**src/rtl/mac_lookup_arbiter_if.sv**
```systemverilog
// Request, lookup, result and per-requester delivery channels of the MAC lookup arbiter.
// NUM_REQ must match the NUM_REQ of the arbiter that uses this bundle.
interface mac_lookup_arbiter_if #(
  parameter int NUM_REQ = 4
);
  logic [NUM_REQ-1:0]     req_tvalid;
  logic [NUM_REQ-1:0]     req_tready;
  logic [NUM_REQ*114-1:0] req_tdata;
  logic [NUM_REQ*5-1:0]   req_tid;

  logic                   lookup_tvalid;
  logic                   lookup_tready;
  logic [113:0]           lookup_tdata;
  logic [4:0]             lookup_tid;
  logic [1:0]             lookup_tdest;

  logic                   res_tvalid;
  logic                   res_tready;
  logic [5:0]             res_tdata;
  logic [4:0]             res_tid;
  logic [1:0]             res_tdest;
  logic                   res_tuser;

  logic [NUM_REQ-1:0]     out_tvalid;
  logic [NUM_REQ-1:0]     out_tready;
  logic [NUM_REQ*6-1:0]   out_tdata;
  logic [NUM_REQ*5-1:0]   out_tid;
  logic [NUM_REQ-1:0]     out_tuser;

  logic                   err_bad_dest;
  logic                   err_underflow;

  modport slave (
    input  req_tvalid, req_tdata, req_tid, lookup_tready,
           res_tvalid, res_tdata, res_tid, res_tdest, res_tuser, out_tready,
    output req_tready, lookup_tvalid, lookup_tdata, lookup_tid, lookup_tdest,
           res_tready, out_tvalid, out_tdata, out_tid, out_tuser,
           err_bad_dest, err_underflow
  );

  modport master (
    output req_tvalid, req_tdata, req_tid, lookup_tready,
           res_tvalid, res_tdata, res_tid, res_tdest, res_tuser, out_tready,
    input  req_tready, lookup_tvalid, lookup_tdata, lookup_tid, lookup_tdest,
           res_tready, out_tvalid, out_tdata, out_tid, out_tuser,
           err_bad_dest, err_underflow
  );
endinterface

```
**src/rtl/mac_lookup_arbiter.sv**
```systemverilog
// Round-robin arbiter sharing one MAC-table lookup channel among NUM_REQ requesters,
// with per-requester outstanding-lookup credits and zero-latency result routing.
module mac_lookup_arbiter #(
  parameter int NUM_REQ         = 4,
  parameter int MAX_OUTSTANDING = 16
) (
  input logic                 clk_fabric,
  input logic                 rst,
  mac_lookup_arbiter_if.slave bus
);
  localparam int            CW      = $clog2(MAX_OUTSTANDING + 1);
  localparam logic [CW-1:0] CNT_MAX = CW'(MAX_OUTSTANDING);

  logic          lookup_tvalid_q, lookup_tvalid_d;
  logic [113:0]  lookup_tdata_q, lookup_tdata_d;
  logic [4:0]    lookup_tid_q, lookup_tid_d;
  logic [1:0]    lookup_tdest_q, lookup_tdest_d;
  logic [1:0]    ptr_q, ptr_d;
  logic [CW-1:0] cnt_q [NUM_REQ];
  logic [CW-1:0] cnt_d [NUM_REQ];
  logic          err_bad_dest_q, err_bad_dest_d;
  logic          err_underflow_q, err_underflow_d;

  logic               slot_free;
  logic               grant_vld;
  logic [1:0]         grant_idx;
  logic [NUM_REQ-1:0] eligible;
  logic [NUM_REQ-1:0] grant_oh;
  logic [NUM_REQ-1:0] dec;
  logic               res_bad;
  logic               res_ready;
  logic               res_hs;

  function automatic logic [1:0] wrap_idx(input int i);
    return (i >= NUM_REQ) ? 2'(i - NUM_REQ) : 2'(i);
  endfunction

  always_comb begin
    slot_free = !lookup_tvalid_q || bus.lookup_tready;
    for (int i = 0; i < NUM_REQ; i++) begin
      eligible[i] = bus.req_tvalid[i] && (cnt_q[i] < CNT_MAX);
    end
    grant_vld = 1'b0;
    grant_idx = ptr_q;
    // Walk backwards so the eligible requester nearest the pointer is the last one written.
    for (int k = NUM_REQ - 1; k >= 0; k--) begin
      if (eligible[wrap_idx(int'(ptr_q) + k)]) begin
        grant_vld = 1'b1;
        grant_idx = wrap_idx(int'(ptr_q) + k);
      end
    end
    grant_vld = grant_vld && slot_free && !rst;
    for (int i = 0; i < NUM_REQ; i++) begin
      grant_oh[i] = grant_vld && (grant_idx == 2'(i));
    end
  end

  // Result routing: unknown destinations are swallowed so the shared path never wedges.
  always_comb begin
    res_bad   = (int'(bus.res_tdest) >= NUM_REQ);
    res_ready = res_bad;
    for (int i = 0; i < NUM_REQ; i++) begin
      if (bus.res_tdest == 2'(i)) res_ready = bus.out_tready[i];
    end
    res_hs = bus.res_tvalid && res_ready;
    for (int i = 0; i < NUM_REQ; i++) begin
      dec[i] = res_hs && (bus.res_tdest == 2'(i));
    end
  end

  always_comb begin
    lookup_tvalid_d = lookup_tvalid_q;
    lookup_tdata_d  = lookup_tdata_q;
    lookup_tid_d    = lookup_tid_q;
    lookup_tdest_d  = lookup_tdest_q;
    ptr_d           = ptr_q;
    err_bad_dest_d  = res_hs && res_bad;
    err_underflow_d = 1'b0;
    if (slot_free) begin
      lookup_tvalid_d = grant_vld;
      if (grant_vld) begin
        for (int i = 0; i < NUM_REQ; i++) begin
          if (grant_oh[i]) begin
            lookup_tdata_d = bus.req_tdata[i*114 +: 114];
            lookup_tid_d   = bus.req_tid[i*5 +: 5];
          end
        end
        lookup_tdest_d = grant_idx;
        ptr_d          = wrap_idx(int'(grant_idx) + 1);
      end
    end
    for (int i = 0; i < NUM_REQ; i++) begin
      cnt_d[i] = cnt_q[i];
      if (grant_oh[i] && !dec[i]) begin
        cnt_d[i] = cnt_q[i] + 1'b1;
      end else if (dec[i] && !grant_oh[i] && (cnt_q[i] != '0)) begin
        cnt_d[i] = cnt_q[i] - 1'b1;
      end
      if (dec[i] && (cnt_q[i] == '0)) err_underflow_d = 1'b1;
    end
  end

  always_ff @(posedge clk_fabric) begin
    if (rst) begin
      lookup_tvalid_q <= 1'b0;
      lookup_tdata_q  <= '0;
      lookup_tid_q    <= '0;
      lookup_tdest_q  <= '0;
      ptr_q           <= '0;
      err_bad_dest_q  <= 1'b0;
      err_underflow_q <= 1'b0;
      for (int i = 0; i < NUM_REQ; i++) cnt_q[i] <= '0;
    end else begin
      lookup_tvalid_q <= lookup_tvalid_d;
      lookup_tdata_q  <= lookup_tdata_d;
      lookup_tid_q    <= lookup_tid_d;
      lookup_tdest_q  <= lookup_tdest_d;
      ptr_q           <= ptr_d;
      err_bad_dest_q  <= err_bad_dest_d;
      err_underflow_q <= err_underflow_d;
      for (int i = 0; i < NUM_REQ; i++) cnt_q[i] <= cnt_d[i];
    end
  end

  assign bus.req_tready    = grant_oh;
  assign bus.lookup_tvalid = lookup_tvalid_q;
  assign bus.lookup_tdata  = lookup_tdata_q;
  assign bus.lookup_tid    = lookup_tid_q;
  assign bus.lookup_tdest  = lookup_tdest_q;
  assign bus.res_tready    = res_ready;
  assign bus.out_tdata     = {NUM_REQ{bus.res_tdata}};
  assign bus.out_tid       = {NUM_REQ{bus.res_tid}};
  assign bus.out_tuser     = {NUM_REQ{bus.res_tuser}};
  assign bus.err_bad_dest  = err_bad_dest_q;
  assign bus.err_underflow = err_underflow_q;

  always_comb begin
    for (int i = 0; i < NUM_REQ; i++) begin
      bus.out_tvalid[i] = bus.res_tvalid && (bus.res_tdest == 2'(i));
    end
  end
endmodule
```
**src/flat_wrapper.sv**
```systemverilog
// flat-port wrapper written by rule: the top's interface ports become plain ports
module mac_lookup_arbiter_flat 
#(
  parameter int NUM_REQ         = 4,
  parameter int MAX_OUTSTANDING = 16
)
  (clk_fabric, rst, bus_req_tvalid, bus_req_tdata, bus_req_tid, bus_lookup_tready, bus_res_tvalid, bus_res_tdata, bus_res_tid, bus_res_tdest, bus_res_tuser, bus_out_tready, bus_req_tready, bus_lookup_tvalid, bus_lookup_tdata, bus_lookup_tid, bus_lookup_tdest, bus_res_tready, bus_out_tvalid, bus_out_tdata, bus_out_tid, bus_out_tuser, bus_err_bad_dest, bus_err_underflow);
  mac_lookup_arbiter_if #(.NUM_REQ(NUM_REQ)) bus_i ();
  input logic clk_fabric;
  input logic rst;
  input wire logic [$bits(bus_i.req_tvalid)-1:0] bus_req_tvalid;
  input wire logic [$bits(bus_i.req_tdata)-1:0] bus_req_tdata;
  input wire logic [$bits(bus_i.req_tid)-1:0] bus_req_tid;
  input wire logic [$bits(bus_i.lookup_tready)-1:0] bus_lookup_tready;
  input wire logic [$bits(bus_i.res_tvalid)-1:0] bus_res_tvalid;
  input wire logic [$bits(bus_i.res_tdata)-1:0] bus_res_tdata;
  input wire logic [$bits(bus_i.res_tid)-1:0] bus_res_tid;
  input wire logic [$bits(bus_i.res_tdest)-1:0] bus_res_tdest;
  input wire logic [$bits(bus_i.res_tuser)-1:0] bus_res_tuser;
  input wire logic [$bits(bus_i.out_tready)-1:0] bus_out_tready;
  output wire logic [$bits(bus_i.req_tready)-1:0] bus_req_tready;
  output wire logic [$bits(bus_i.lookup_tvalid)-1:0] bus_lookup_tvalid;
  output wire logic [$bits(bus_i.lookup_tdata)-1:0] bus_lookup_tdata;
  output wire logic [$bits(bus_i.lookup_tid)-1:0] bus_lookup_tid;
  output wire logic [$bits(bus_i.lookup_tdest)-1:0] bus_lookup_tdest;
  output wire logic [$bits(bus_i.res_tready)-1:0] bus_res_tready;
  output wire logic [$bits(bus_i.out_tvalid)-1:0] bus_out_tvalid;
  output wire logic [$bits(bus_i.out_tdata)-1:0] bus_out_tdata;
  output wire logic [$bits(bus_i.out_tid)-1:0] bus_out_tid;
  output wire logic [$bits(bus_i.out_tuser)-1:0] bus_out_tuser;
  output wire logic [$bits(bus_i.err_bad_dest)-1:0] bus_err_bad_dest;
  output wire logic [$bits(bus_i.err_underflow)-1:0] bus_err_underflow;
  assign bus_i.req_tvalid = bus_req_tvalid;
  assign bus_i.req_tdata = bus_req_tdata;
  assign bus_i.req_tid = bus_req_tid;
  assign bus_i.lookup_tready = bus_lookup_tready;
  assign bus_i.res_tvalid = bus_res_tvalid;
  assign bus_i.res_tdata = bus_res_tdata;
  assign bus_i.res_tid = bus_res_tid;
  assign bus_i.res_tdest = bus_res_tdest;
  assign bus_i.res_tuser = bus_res_tuser;
  assign bus_i.out_tready = bus_out_tready;
  assign bus_req_tready = bus_i.req_tready;
  assign bus_lookup_tvalid = bus_i.lookup_tvalid;
  assign bus_lookup_tdata = bus_i.lookup_tdata;
  assign bus_lookup_tid = bus_i.lookup_tid;
  assign bus_lookup_tdest = bus_i.lookup_tdest;
  assign bus_res_tready = bus_i.res_tready;
  assign bus_out_tvalid = bus_i.out_tvalid;
  assign bus_out_tdata = bus_i.out_tdata;
  assign bus_out_tid = bus_i.out_tid;
  assign bus_out_tuser = bus_i.out_tuser;
  assign bus_err_bad_dest = bus_i.err_bad_dest;
  assign bus_err_underflow = bus_i.err_underflow;
  mac_lookup_arbiter #(.NUM_REQ(NUM_REQ), .MAX_OUTSTANDING(MAX_OUTSTANDING)) u_core (.clk_fabric(clk_fabric), .rst(rst), .bus(bus_i));
endmodule
```
**config.mk**
```make
export PLATFORM = sky130hd
export DESIGN_NAME = mac_lookup_arbiter_flat
export DESIGN_NICKNAME = d
export VERILOG_FILES = /design/src/rtl/mac_lookup_arbiter_if.sv /design/src/rtl/mac_lookup_arbiter.sv /design/src/flat_wrapper.sv
export SDC_FILE = /design/constraint.sdc
export NUM_CORES = 1
export LEC_CHECK = 0
export BUFFER_PORTS_ARGS = -buffer_cell sky130_fd_sc_hd__buf_2
export CAP_MARGIN = 20
export CORE_AREA = 4 4 266 268
export CTS_BUF_LIST = sky130_fd_sc_hd__clkbuf_4
export DETAILED_ROUTE_END_ITERATION = 6
export DIE_AREA = 0 0 270 272
export GPL_TIMING_DRIVEN = 0
export PLACE_DENSITY = 0.45
export SLEW_MARGIN = 20
export SYNTH_ARGS = -nofsm -noshare
export SYNTH_HDL_FRONTEND = slang
export SYNTH_SLANG_ARGS = --single-unit
```
**constraint.sdc**
```tcl
create_clock -name clk_fabric -period 5 [get_ports clk_fabric]
set_input_delay 0.25 -clock clk_fabric [delete_from_list [all_inputs] [get_ports clk_fabric]]
set_output_delay 0.25 -clock clk_fabric [all_outputs]
set_load 0.02 [all_outputs]
```
### Word-level counts from Yosys, hierarchy flattened

Memory sizes are Yosys's and may differ from the RTL's.
Index checks and enable logic that the tools add are counted.

| word-level totals | value |
|---|---|
| output and inout port bits | 181 |
| bits in registers | 125 |
| RAM bits | 20 |
| bits of input ports | 502 |
| memories | 1 |

Memory list:

| memory | words | bits a word | read ports | clocked after memory_dff | wr ports | line | RTL |
|---|---|---|---|---|---|---|---|
| u_core.cnt_q | 4 | 5 | 4 | 0 | 4 | mac_lookup_arbiter.sv:19 | `logic [CW-1:0] cnt_q [NUM_REQ];` |

| operators by class | value |
|---|---|
| mux-type cells | 52 |
| eq/ne operators | 6 |
| $add $sub $neg | 17 |
| reductions and logical operators | 59 |
| magnitude comparators | 13 |
| bitwise logic cells | 4 |

Operator list:

| operator | count |
|---|---|
| 114-bit 2-to-1 mux | 4 |
| 5-bit 2-to-1 mux | 16 |
| 1-bit logical AND | 35 |
| 5-bit by 1-bit adder with 5-bit output, second input constant | 4 |
| 5-bit logical NOT | 4 |
| 5-bit < comparator, second input constant | 4 |
| 5-bit nonzero test | 4 |
| 5-bit by 1-bit subtractor with 5-bit output, second input constant | 4 |
| 1-bit 2-to-1 mux | 19 |
| 2-bit 2-to-1 mux | 9 |
| 3-bit >= comparator, second input constant | 4 |
| 2-bit by 3-bit < comparator with 1-bit output, second input constant | 4 |
| 1-bit logical NOT | 10 |
| 2-bit by 1-bit subtractor with 2-bit output, second input constant | 5 |
| 1-bit binary-select mux with 2-bit select | 4 |
| 2-bit equality test, second input constant | 4 |
| 2-bit by 1-bit adder with 3-bit output, second input constant | 2 |
| 2-bit by 2-bit adder with 3-bit output, second input constant | 2 |
| 2-bit by 1-bit equality test with 1-bit output, second input constant | 2 |
| 2-bit logical NOT | 2 |
| 1-bit bitwise OR | 4 |
| 4-bit nonzero test | 1 |
| 2-bit by 3-bit >= comparator with 1-bit output, second input constant | 1 |
| 3-bit AND reduction | 1 |
| 2 further kinds | 2 |

### Depth between registers and ports, before layout

Gate-level depths: netlist of the first run.

| depth | value |
|---|---|
| depth in word-level cells | 18 |
| mapped depth | 15 |
| mapped depth without buffers | 13 |

### Least setup slack after synthesis of the first run

OpenSTA, ideal clock, no wires.

| timing path | value |
|---|---|
| path kind | reg2reg |
| start point | mem u_core.cnt_q[0][19] in the netlist's numbering |
| end point | mem u_core.cnt_q[0][19] in the netlist's numbering |
| setup slack | 1.540 ns |
| period minus slack after synthesis | 3.460 ns |
| buffers on the path | 1 |
| data required time | 4.872 ns |
| arrival time | 3.333 ns |
| stages on the path, launching flop included | 14 |
| cell sequence | dfxtp_1 > nor2b_1 > o22ai_1 > a211o_1 > nor4_4 > clkbuf_1 > nand2_1 > fa_1 > a21o_1 > a21oi_1 > and3_1 > mux2i_1 > xor2_1 > nor2_1 |

RTL lines:

| element | line |
|---|---|
| start: declaration | mac_lookup_arbiter.sv:19 |

==> results of run 1 <==
-- synth_stat cells, drive strengths merged, types with 2 or more instances --
master  instances
o22ai           2
a21o            9
nor2b           6
mux2            2
or4             2
inv             8
xnor2          12
a32oi          25
buf            82
a221o           8
a211oi          7
a21oi          25
nand3           3
nor3            8
nand2         147
nor2           39
fa              4
and2            5
nand2b          5
clkbuf         40
o211ai         26
xor2            2
and3            3
dfxtp         145
o221ai         88
o21ai           7
ha             12
mux2i         219
-- final cells by class --
cell class	count	area, sq um	area share [%]
Antenna cell	8	20.0	0.117
Clock buffer	17	128	0.744
Multi-Input combinational cell	678	5160	30.1
Buffer	122	728	4.24
Clock inverter	14	178	1.04
Tap cell	882	1100	6.43
Timing Repair Buffer	1024	6910	40.3
Sequential cell	145	2900	16.9
Inverter	8	30.0	0.175
-- state kept, by name, summed over array words and instances, names as in the netlist --
signal                    count
u_core.bus.lookup_tid         5
u_core.ptr_q                  2
u_core.cnt_q                 20
u_core.bus.err_underflow      1
u_core.bus.lookup_tvalid      1
u_core.bus.lookup_tdest       2
u_core.bus.lookup_tdata     114
-- power by group through the flow --
| stage | Combinational, mW | Clock (mW) | Sequential, mW |
|---|---|---|---|
| 5_1_grt | 3.42 | 1.00 | 1.67 |
| 3_3_place_gp | 2.54 | 0 | 1.66 |
| 4_1_cts | 3.19 | 0.971 | 1.64 |
| 2_1_floorplan | 1.22 | 0 | 1.95 |
| 3_5_place_dp | 2.56 | 0 | 1.66 |
| 6_report | 3.20 | 0.900 | 1.64 |
-- cell families (layout without fill, tap and decap cells) --
family,Yosys count,in the layout
AOI/OAI and AO/OA,201,201
other,1,9
DFF,145,145
adders and majority gates,16,16
buffers and inverters,130,1185
xor gates and xnor gates,14,14
and+or+nand+nor,224,224
muxes,222,222
-- path summary, 6_finish.rpt --
| kind | start | slack (ns) | to |
|---|---|---|---|
| min | bus_out_tready[0] | 0.20 | u_core.cnt_q[0][4]$_SDFFE_PP0P_ |
| max reg2reg | u_core.cnt_q[0][19]$_SDFFE_PP0P_ | 0.72 | u_core.cnt_q[0][19]$_SDFFE_PP0P_ |
| max | u_core.cnt_q[0][19]$_SDFFE_PP0P_ | 0.72 | u_core.cnt_q[0][19]$_SDFFE_PP0P_ |
| min reg2reg | u_core.bus.lookup_tdest[0]$_SDFFE_PP0P_ | 0.46 | u_core.bus.lookup_tdest[0]$_SDFFE_PP0P_ |
-- metal layers --
| metal | up-vias | track usage [%] | routed length (microns) | share of wire [%] |
|---|---|---|---|---|
| met4 | 4 | 7.48 | 2820 | 4.7 |
| li1 | 5620 | - | - | - |
| met2 | 608 | 29.2 | 30700 | 51 |
| met3 | 119 | 4.13 | 4120 | 6.9 |
| met5 | - | 0 | 24 | 0.040 |
| met1 | 5644 | 16.0 | 22100 | 37 |
-- worst min-delay path, delay by kind of cell --
family	cells	cell delay, ns
AO/OA/AOI/OAI	1	0.10
buffers and inverters	1	0.10
AND/OR/NAND/NOR	3	0.39
-- through the flow --
| stage | hold slack (ns) | instance area, sq um | power, mW | cells | worst slack, ns |
|---|---|---|---|---|---|
| after floorplan | 0.387 | 8820 | 3.17 | 953 | 1.54 |
| after global placement | 0.427 | 13300 | 4.19 | 2503 | 0.737 |
| after detailed placement | 0.439 | 13300 | 4.22 | 2504 | 0.616 |
| after CTS | 0.0435 | 17100 | 5.80 | 2890 | 0.612 |
| after global routing | 0.126 | 17200 | 6.10 | 2897 | 0.281 |
| final | 0.200 | 17200 | 5.75 | 2898 | 0.721 |
-- cells in the final DEF, fill, tap and decap left out, drive strengths merged, types with 3 or more instances in the layout --
cell type / netlist / routed
nor2: 39 / 39
nor3: 8 / 8
a21o: 9 / 9
o221ai: 88 / 88
buf: 82 / 751
nand2: 147 / 147
dlygate4sd3: 0 / 355
mux2i: 219 / 219
clkinv: 0 / 3
nand2b: 5 / 5
bufinv: 0 / 3
nand3: 3 / 3
and3: 3 / 3
nor2b: 6 / 6
o21ai: 7 / 7
clkbuf: 40 / 57
dfxtp: 145 / 145
a32oi: 25 / 25
xnor2: 12 / 12
diode: 0 / 8
a221o: 8 / 8
a21oi: 25 / 25
inv: 8 / 14
and2: 5 / 5
ha: 12 / 12
o211ai: 26 / 26
a211oi: 7 / 7
fa: 4 / 4
==> results.yml, run 1 <==
status:
  status: "completed"
global_routing:
  grt_usage_pct: 15.5
  grt_pass1_vias: 13100
  grt_start_max_net_pins: 17
  grt_pass1_wl_microns: 84700
  grt.overflow.total: 0
  antenna_found_initial: 23
synthesis:
  synth_xor_area_share_pct: 1.39
  synth_area_leaders: "dfxtp_1, mux2i_1, o221ai_1"
  ys_dominant_reg_cell: "dfxtp_1"
  synth_cells: 953
  synth.area.mux_share_pct: 25.4
  synth.top_cell.area_share_pct: 32.9
  synth_area_sq_mm: 0.00882
  synth-compound-area-share_pct: 18.3
  synth-edff-count: 0
  ys_types: 47
  ys_ff_latch: 145
  synthSimpleGateAreaFrac_pct: 10.7
  async_reset_ff_share_pct: 0
  seq_area_frac_synth_pct: 32.9
  synth_top_family_by_area: "multiplexers"
  ys_warn_count: 0
  syn_avg_cell_area_sq_um: 9.25
  synth_top_cell_by_area: "dfxtp_1"
  syn_nets: 1471
  synth_fa_ha_area_share_pct: 2.61
worst_setup_path:
  worstPathMaxFanout: 10
  path_buf_inv: 1
  crit_arrival_ns: 4.84
  required_ns: 5.56
  cp_num_cells: 13
  crit_chain: "nor2b_1, o22ai_1, a211o_1, nor4_4, clkbuf_1, nand2_1, fa_1, a21o_1, a21oi_1, and3_1, mux2i_1, xor2_1, nor2_1"
  slowest_delay_ns: 0.78
  crit_slowest_cell: "nor4_4"
  crit_type: "reg -> reg"
  worst_setup_path_end_kind: "flip-flop"
  crit_family: "simple AND/OR/NAND/NOR gates"
  ff2ff_path_depth: 13
  crit_path_start_kind: "flip-flop"
worst_hold_path:
  hp-class: "in -> reg"
  min_delay_path_depth: 5
place:
  io_buffers: 668
  place.gp.congestion: 0.945
  dp_hpwl_microns: 48200
route:
  vias: 12000
  first_pass_iters: 4
  wl_per_cell_microns: 20.6
  drc_errors: 0
  vias_per_cell: 4.14
  ant_nets: 0
  routed_wl_microns: 59800
  drt_iter0_drc: 580
power_and_ir_drop:
  p_comb_share_pct: 55.7
  p_leak_nw: 8.09
  ir_worst_vdd_mv: 0.159
  p_sw_mw: 2.41
  seq_power_share_pct: 28.6
  netSwitchingFraction_pct: 41.9
  p_per_area_mw_per_mm2: 335
  pwr-share-clk_pct: 15.7
  intPower_mw: 3.34
cts:
  clock_path_buffers: 2
  cts_num_sinks: 145
  clk_pin_slew_ns: 0.16
  cts_root_buffer: "clkbuf_4"
  htree_levels: 4
  cts_tree: "built"
  clock_latency_ns: 0.69
  ctsHoldBuffers: 355
  post_cts_resized: 0
  numCtsBuffers: 17
  cts_setup_buffers: 0
die:
  start_util_pct: 12.9
  std_cell_rows: 96
  boundaryPins: 683
  die_area_sq_mm: 0.0734
  chipHeight_microns: 272
  fp.coreArea_sq_mm: 0.0683
  die_w_microns: 270
timing:
  fin_tns_setup_ns: 0
  worstMarginPinSlew_ns: 0.912
  min_period_ns: 4.28
  rsz0062_at_grt: "false"
  setup_viol: 0
  finalCritPeriodShare_pct: 85.6
  hold_viol_final: 0
  clock_skew_ns: 0.0408
  clock.fmax_mhz: 234
  maxSlewHeadroom_pct: 39.2
  maxSlewViolCount: 0
final_layout:
  final_nets: 2514
  n_fill_cell: 7544
  final_core_util_pct: 25.1
  syn_to_final_growth_pct: 94.6
  drive_above_1_share_pct: 39.5
flow_run:
  max_cap_viol_count: 0
Note: power is estimated with default switching activity, not from simulation.
==> run 2, diff against run 1 <==
--- a/config.mk
+++ b/config.mk
@@ -12,6 +12,7 @@
 export DETAILED_ROUTE_END_ITERATION = 6
 export DIE_AREA = 0 0 270 272
 export GPL_TIMING_DRIVEN = 0
+export MAX_ROUTING_LAYER = met4
 export PLACE_DENSITY = 0.45
 export SLEW_MARGIN = 20
 export SYNTH_ARGS = -nofsm -noshare
==> run 2 against run 1 <==
  * Power increased by 0.53%
  * Hold slack improved by 0.016 ns
  * Register-to-register slack got worse by 0.09 ns
  * Combinational power about the same
  * Clock power increased by 3.7%
  * Sequential power about the same
  * Sequential cell count unchanged
  * Die area unchanged
  * Clock skew decreased by 0.0021 ns
  * Routed wire length increased by 0.28%
  * Count of clock-buffer cells in the layout increased by 1
==> results.yml, run 2 (synthesis results as in run 1) <==
status:
  status: "completed"
global_routing:
  antenna_found_initial: 18
  grt_usage_pct: 16.1
  grt.overflow.total: 0
  grt_busiest_layer: "met2"
  grt_pass1_vias: 13200
  use_met3_pct: 3.93
  grt_util_met2_pct: 29.5
  met1_usage_pct: 16.1
  grt_start_max_net_pins: 17
  grt_pass1_wl_microns: 84800
worst_setup_path:
  required_ns: 5.56
  r2r_start: "u_core.cnt_q[0][9]$_SDFFE_PP0P_"
  crit_arrival_ns: 4.93
  ff2ff_path_depth: 13
  startpoint: "u_core.cnt_q[0][9]$_SDFFE_PP0P_"
  r2r_setup_slack_ns: 0.63
  worstPathMaxFanout: 10
  crit_type: "reg -> reg"
  crit_path_start_kind: "flip-flop"
  timing.rr.end: "u_core.cnt_q[0][19]$_SDFFE_PP0P_"
  endpoint: "u_core.cnt_q[0][19]$_SDFFE_PP0P_"
  worst_setup_path_end_kind: "flip-flop"
cts:
  ctsHoldBuffers: 355
  cts_setup_buffers: 0
  clock_path_buffers: 2
  cts_tree: "built"
  htree_levels: 4
  cts_root_buffer: "clkbuf_4"
  numCtsBuffers: 17
  post_cts_resized: 0
  clk_pin_slew_ns: 0.16
  cts_num_sinks: 145
  clock_latency_ns: 0.70
power_and_ir_drop:
  p_leak_nw: 8.09
  ir_worst_vdd_mv: 0.128
  total_power_mw: 5.78
  p_per_area_mw_per_mm2: 336
die:
  std_cell_rows: 96
  fp.coreArea_sq_mm: 0.0683
  boundaryPins: 683
  die_w_microns: 270
  die_area_sq_mm: 0.0734
  start_util_pct: 12.9
  chipHeight_microns: 272
timing:
  setup_viol: 0
  worstMarginPinSlew_ns: 1.03
  finalCritPeriodShare_pct: 87.4
  rsz0062_at_grt: "false"
  maxSlewHeadroom_pct: 31.1
  fin_ws_ns: 0.630
  min_period_ns: 4.37
  holdWs_ns: 0.216
  fin_tns_setup_ns: 0
  clock.fmax_mhz: 229
  hold_viol_final: 0
  maxSlewViolCount: 0
  clock_skew_ns: 0.0387
place:
  dp_hpwl_microns: 48700
  io_buffers: 668
  place_ws_ns: 0.588
  place.gp.congestion: 0.958
  dpl.cell_count: 2504
  place_area_sq_mm: 0.0133
route:
  first_pass_iters: 5
  ant_nets: 0
  drc_errors: 0
  drt_iter0_drc: 549
  wl_per_cell_microns: 20.7
  routed_wl_microns: 59900
  vias: 12000
  vias_per_cell: 4.14
final_layout:
  drive_above_1_share_pct: 39.5
  n_fill_cell: 7547
  largest_reg_flops: 114
  layout_commonest_cell: "buf_2"
  final_cell_mix: "buf_2, dlygate4sd3_1, mux2i_1, nand2_1, dfxtp_1"
  seqCellArea_sq_mm: 0.00290
  final_core_util_pct: 25.1
  syn_to_final_growth_pct: 94.8
  fin_cells: 2899
  final_nets: 2514
  multiInputGateArea_sq_mm: 0.00516
  final_area_sq_mm: 0.0172
worst_hold_path:
  hp-class: "in -> reg"
flow_run:
  max_cap_viol_count: 0
-- run 2: cell type report --
type | count | area share, %
timing repair buffer | 1024 | 40.3
multi-input combinational | 678 | 30.1
sequential | 145 | 16.9
tap | 882 | 6.43
buffer | 122 | 4.24
clock inverter | 14 | 1.03
clock buffer | 18 | 0.787
inverter | 8 | 0.175
antenna | 8 | 0.117
-- run 2: critical path, cell delays in order (launching register included) --
cell and delay (ns):
dfxtp_1 0.37, nor2b_1 0.31, o22ai_1 0.18, a211o_1 0.43, nor4_4 0.76, clkbuf_1 0.62
nand2_1 0.29, fa_1 0.48, a21o_1 0.18, a21oi_1 0.18, and3_1 0.18, mux2i_1 0.08
xor2_1 0.16, nor2_1 0.05
-- run 2: metal layers --
metal / up-vias / part of all wire (%) / wire length [microns]
met1: 5676 / 37 / 22100
met3: 101 / 6.7 / 4010
met2: 600 / 52 / 31200
met4: 0 / 4.3 / 2590
li1: 5618 / - / -
met5: - / 0 / 0
-- run 2: worst min path at each step --
stage / cells past startpoint / end / from
5_1_grt: 6 / u_core.cnt_q[0][14]$_SDFFE_PP0P_ / bus_out_tready[2]
4_1_cts: 5 / u_core.cnt_q[0][4]$_SDFFE_PP0P_ / bus_out_tready[0]
2_1_floorplan: 2 / u_core.bus.lookup_tdata[103]$_SDFFE_PP0P_ / bus_req_tdata[445]
6_report: 5 / u_core.cnt_q[0][4]$_SDFFE_PP0P_ / bus_out_tready[0]
3_5_place_dp: 2 / u_core.bus.lookup_tdata[32]$_SDFFE_PP0P_ / u_core.bus.lookup_tdata[32]$_SDFFE_PP0P_
3_3_place_gp: 2 / u_core.bus.lookup_tdest[0]$_SDFFE_PP0P_ / u_core.bus.lookup_tdest[0]$_SDFFE_PP0P_
-- run 2: report_power, final --
group / internal, mW / switching, mW
sequential: 1.45 / 0.187
clock: 0.361 / 0.571
combinational: 1.53 / 1.67
==> run 3, diff against run 2 <==
--- a/config.mk
+++ b/config.mk
@@ -7,10 +7,10 @@
 export LEC_CHECK = 0
 export BUFFER_PORTS_ARGS = -buffer_cell sky130_fd_sc_hd__buf_2
 export CAP_MARGIN = 20
-export CORE_AREA = 4 4 266 268
+export CORE_AREA = 4 4 263 265
 export CTS_BUF_LIST = sky130_fd_sc_hd__clkbuf_4
 export DETAILED_ROUTE_END_ITERATION = 6
-export DIE_AREA = 0 0 270 272
+export DIE_AREA = 0 0 267 269
 export GPL_TIMING_DRIVEN = 0
 export MAX_ROUTING_LAYER = met4
 export PLACE_DENSITY = 0.45
==> constraint.sdc (replaced) <==
create_clock -name clk_fabric -period 4.2 [get_ports clk_fabric]
set_input_delay 0.21 -clock clk_fabric [delete_from_list [all_inputs] [get_ports clk_fabric]]
set_output_delay 0.21 -clock clk_fabric [all_outputs]
set_load 0.02 [all_outputs]
==> run 3 against run 2 <==
  * Die area is 2.2% lower
  * Maximum frequency is 10% higher
  * Power is 17% higher
  * Register-to-register slack worse by 0.39 ns
  * First-iteration DRC count is 20% lower
  * Critical path type unchanged
  * Routed wire length is 0.26% lower
  * Largest power group unchanged
  * Setup slack worse by 0.39 ns
==> results.yml, run 3 (synthesis results as in run 1) <==
worst_setup_path:
  crit_type: "reg -> reg"
  crit_arrival_ns: 4.54
  r2r_start: "u_core.cnt_q[0][4]$_SDFFE_PP0P_"
  crit_path_start_kind: "flip-flop"
  r2r_setup_slack_ns: 0.24
  worstPathMaxFanout: 10
  worst_setup_path_end_kind: "flip-flop"
  timing.rr.end: "u_core.bus.lookup_tid[2]$_SDFFE_PP0P_"
  ff2ff_path_depth: 12
  required_ns: 4.77
place:
  place.gp.congestion: 0.906
  io_buffers: 668
  place_area_sq_mm: 0.0133
  dp_hpwl_microns: 48300
timing:
  fin_tns_setup_ns: 0
  clock_skew_ns: 0.0395
  min_period_ns: 3.96
  worstMarginPinSlew_ns: 0.788
  hold_viol_final: 0
  finalCritPeriodShare_pct: 94.4
  maxSlewViolCount: 0
  maxSlewHeadroom_pct: 47.5
  rsz0062_at_grt: "false"
  clock.fmax_mhz: 252
  holdWs_ns: 0.173
  setup_viol: 0
worst_hold_path:
  min-delay-start: "bus_out_tready[2]"
  hold_end: "u_core.cnt_q[0][14]$_SDFFE_PP0P_"
  min_delay_path_depth: 6
  hp-class: "in -> reg"
global_routing:
  grt_pass1_vias: 12600
  grt_start_max_net_pins: 17
  antenna_found_initial: 14
  grt.overflow.total: 0
  grt_pass1_wl_microns: 81300
  grt_usage_pct: 16.1
die:
  start_util_pct: 13.2
  boundaryPins: 683
  fp.coreArea_sq_mm: 0.0668
  std_cell_rows: 95
  die_area_sq_mm: 0.0718
  die_w_microns: 267
  chipHeight_microns: 269
route:
  drt_iter0_drc: 441
  first_pass_iters: 5
  drc_errors: 0
  routed_wl_microns: 59800
  vias_per_cell: 4.13
  ant_nets: 0
  vias: 11900
  wl_per_cell_microns: 20.7
final_layout:
  final_cell_mix: "buf_2, dlygate4sd3_1, mux2i_1, nand2_1, dfxtp_1"
  syn_to_final_growth_pct: 94.7
  final_nets: 2518
  n_fill_cell: 7355
  final_area_sq_mm: 0.0172
  drive_above_1_share_pct: 39.7
  largest_reg_flops: 114
  layout_commonest_cell: "buf_2"
cts:
  clock_latency_ns: 0.69
  numCtsBuffers: 17
  cts_num_sinks: 145
  clk_pin_slew_ns: 0.18
  cts_root_buffer: "clkbuf_4"
  cts_tree: "built"
  clock_path_buffers: 2
  htree_levels: 4
power_and_ir_drop:
  ir_worst_vdd_mv: 0.168
  p_leak_nw: 8.09
  p_per_area_mw_per_mm2: 393
  total_power_mw: 6.75
flow_run:
  max_cap_viol_count: 0
status:
  status: "completed"
==> run 3: changes by cell type in the layout (fill, tap and decap cells not counted), moves of 2 or more <==
cell,previous run,this run
bufinv_16,3,0
inv_8,1,4
buf_4,65,67
inv_6,5,7
diode_2,8,6
==> run 3: per-layer routing <==
metal  share of wire, %  global-route usage (%)
met1                 37                    16.7
met2                 50                    28.4
met3                7.3                    3.87
met4                4.9                    8.45
met5                  0                       -
==> run 3: through the flow <==
stage / setup WS [ns] / utilization [%] / cells
finish: 0.237 / 25.7 / 2892
global route: 0.0108 / 25.7 / 2891
CTS: 0.0328 / 25.7 / 2886
detailed placement: -0.0702 / 19.9 / 2497
global placement: -0.433 / 19.8 / 2494
floorplan: 0.740 / - / 953
==> run 3: where the power goes <==
group,internal (mW),switching [mW],total [mW]
logic,1.83,2.01,3.84
clock network,0.261,0.702,0.963
registers,1.73,0.217,1.94
total,3.82,2.93,6.75
==> run 3: layout make-up <==
cell class	instances	area, sq um	share of cell area (%)
antenna	6	15.0	0.0875
buffer	122	732	4.26
clock buffer	17	128	0.743
clock inverter	15	134	0.780
inverter	8	30.0	0.175
multi-input combinational	678	5160	30.1
sequential	145	2900	16.9
tap	873	1090	6.36
timing repair buffer	1028	6970	40.6
==> run 3: how the worst max path moves through the flow <==
| stage | from | endpoint | slack (ns) | cells after the start |
|---|---|---|---|---|
| 6_report | u_core.cnt_q[0][4]$_SDFFE_PP0P_ | u_core.bus.lookup_tid[2]$_SDFFE_PP0P_ | 0.24 | 12 |
| 5_1_grt | u_core.cnt_q[0][19]$_SDFFE_PP0P_ | u_core.bus.lookup_tdata[75]$_SDFFE_PP0P_ | 0.01 | 11 |
| 4_1_cts | u_core.cnt_q[0][4]$_SDFFE_PP0P_ | u_core.bus.lookup_tdata[37]$_SDFFE_PP0P_ | 0.03 | 12 |
| 3_5_place_dp | bus_req_tvalid[3] | u_core.cnt_q[0][19]$_SDFFE_PP0P_ | -0.07 | 14 |
| 3_3_place_gp | u_core.cnt_q[0][4]$_SDFFE_PP0P_ | u_core.bus.lookup_tid[1]$_SDFFE_PP0P_ | -0.43 | 10 |
| 2_1_floorplan | u_core.cnt_q[0][19]$_SDFFE_PP0P_ | u_core.cnt_q[0][19]$_SDFFE_PP0P_ | 0.74 | 13 |
==> run 3: worst max-delay path: stages (launching register included) <==
cell and delay (ns):
dfxtp_1 0.42, nand2b_1 0.14, buf_4 0.15, nand3_1 0.09, a32o_1 0.37, nor2_1 0.15, buf_4 0.31, buf_4 0.30
buf_4 0.30, mux2i_1 0.27, dlygate4sd3_1 0.62, o221ai_1 0.13, dlygate4sd3_1 0.58
==> run 3: timing repair <==
action	in CTS	in global routing
hold endpoints to repair	125	0
hold buffers	356	0
setup buffers	1	0
endpoints found under the setup margin	1	43
gates resized for setup	0	3
pin swaps	1	0
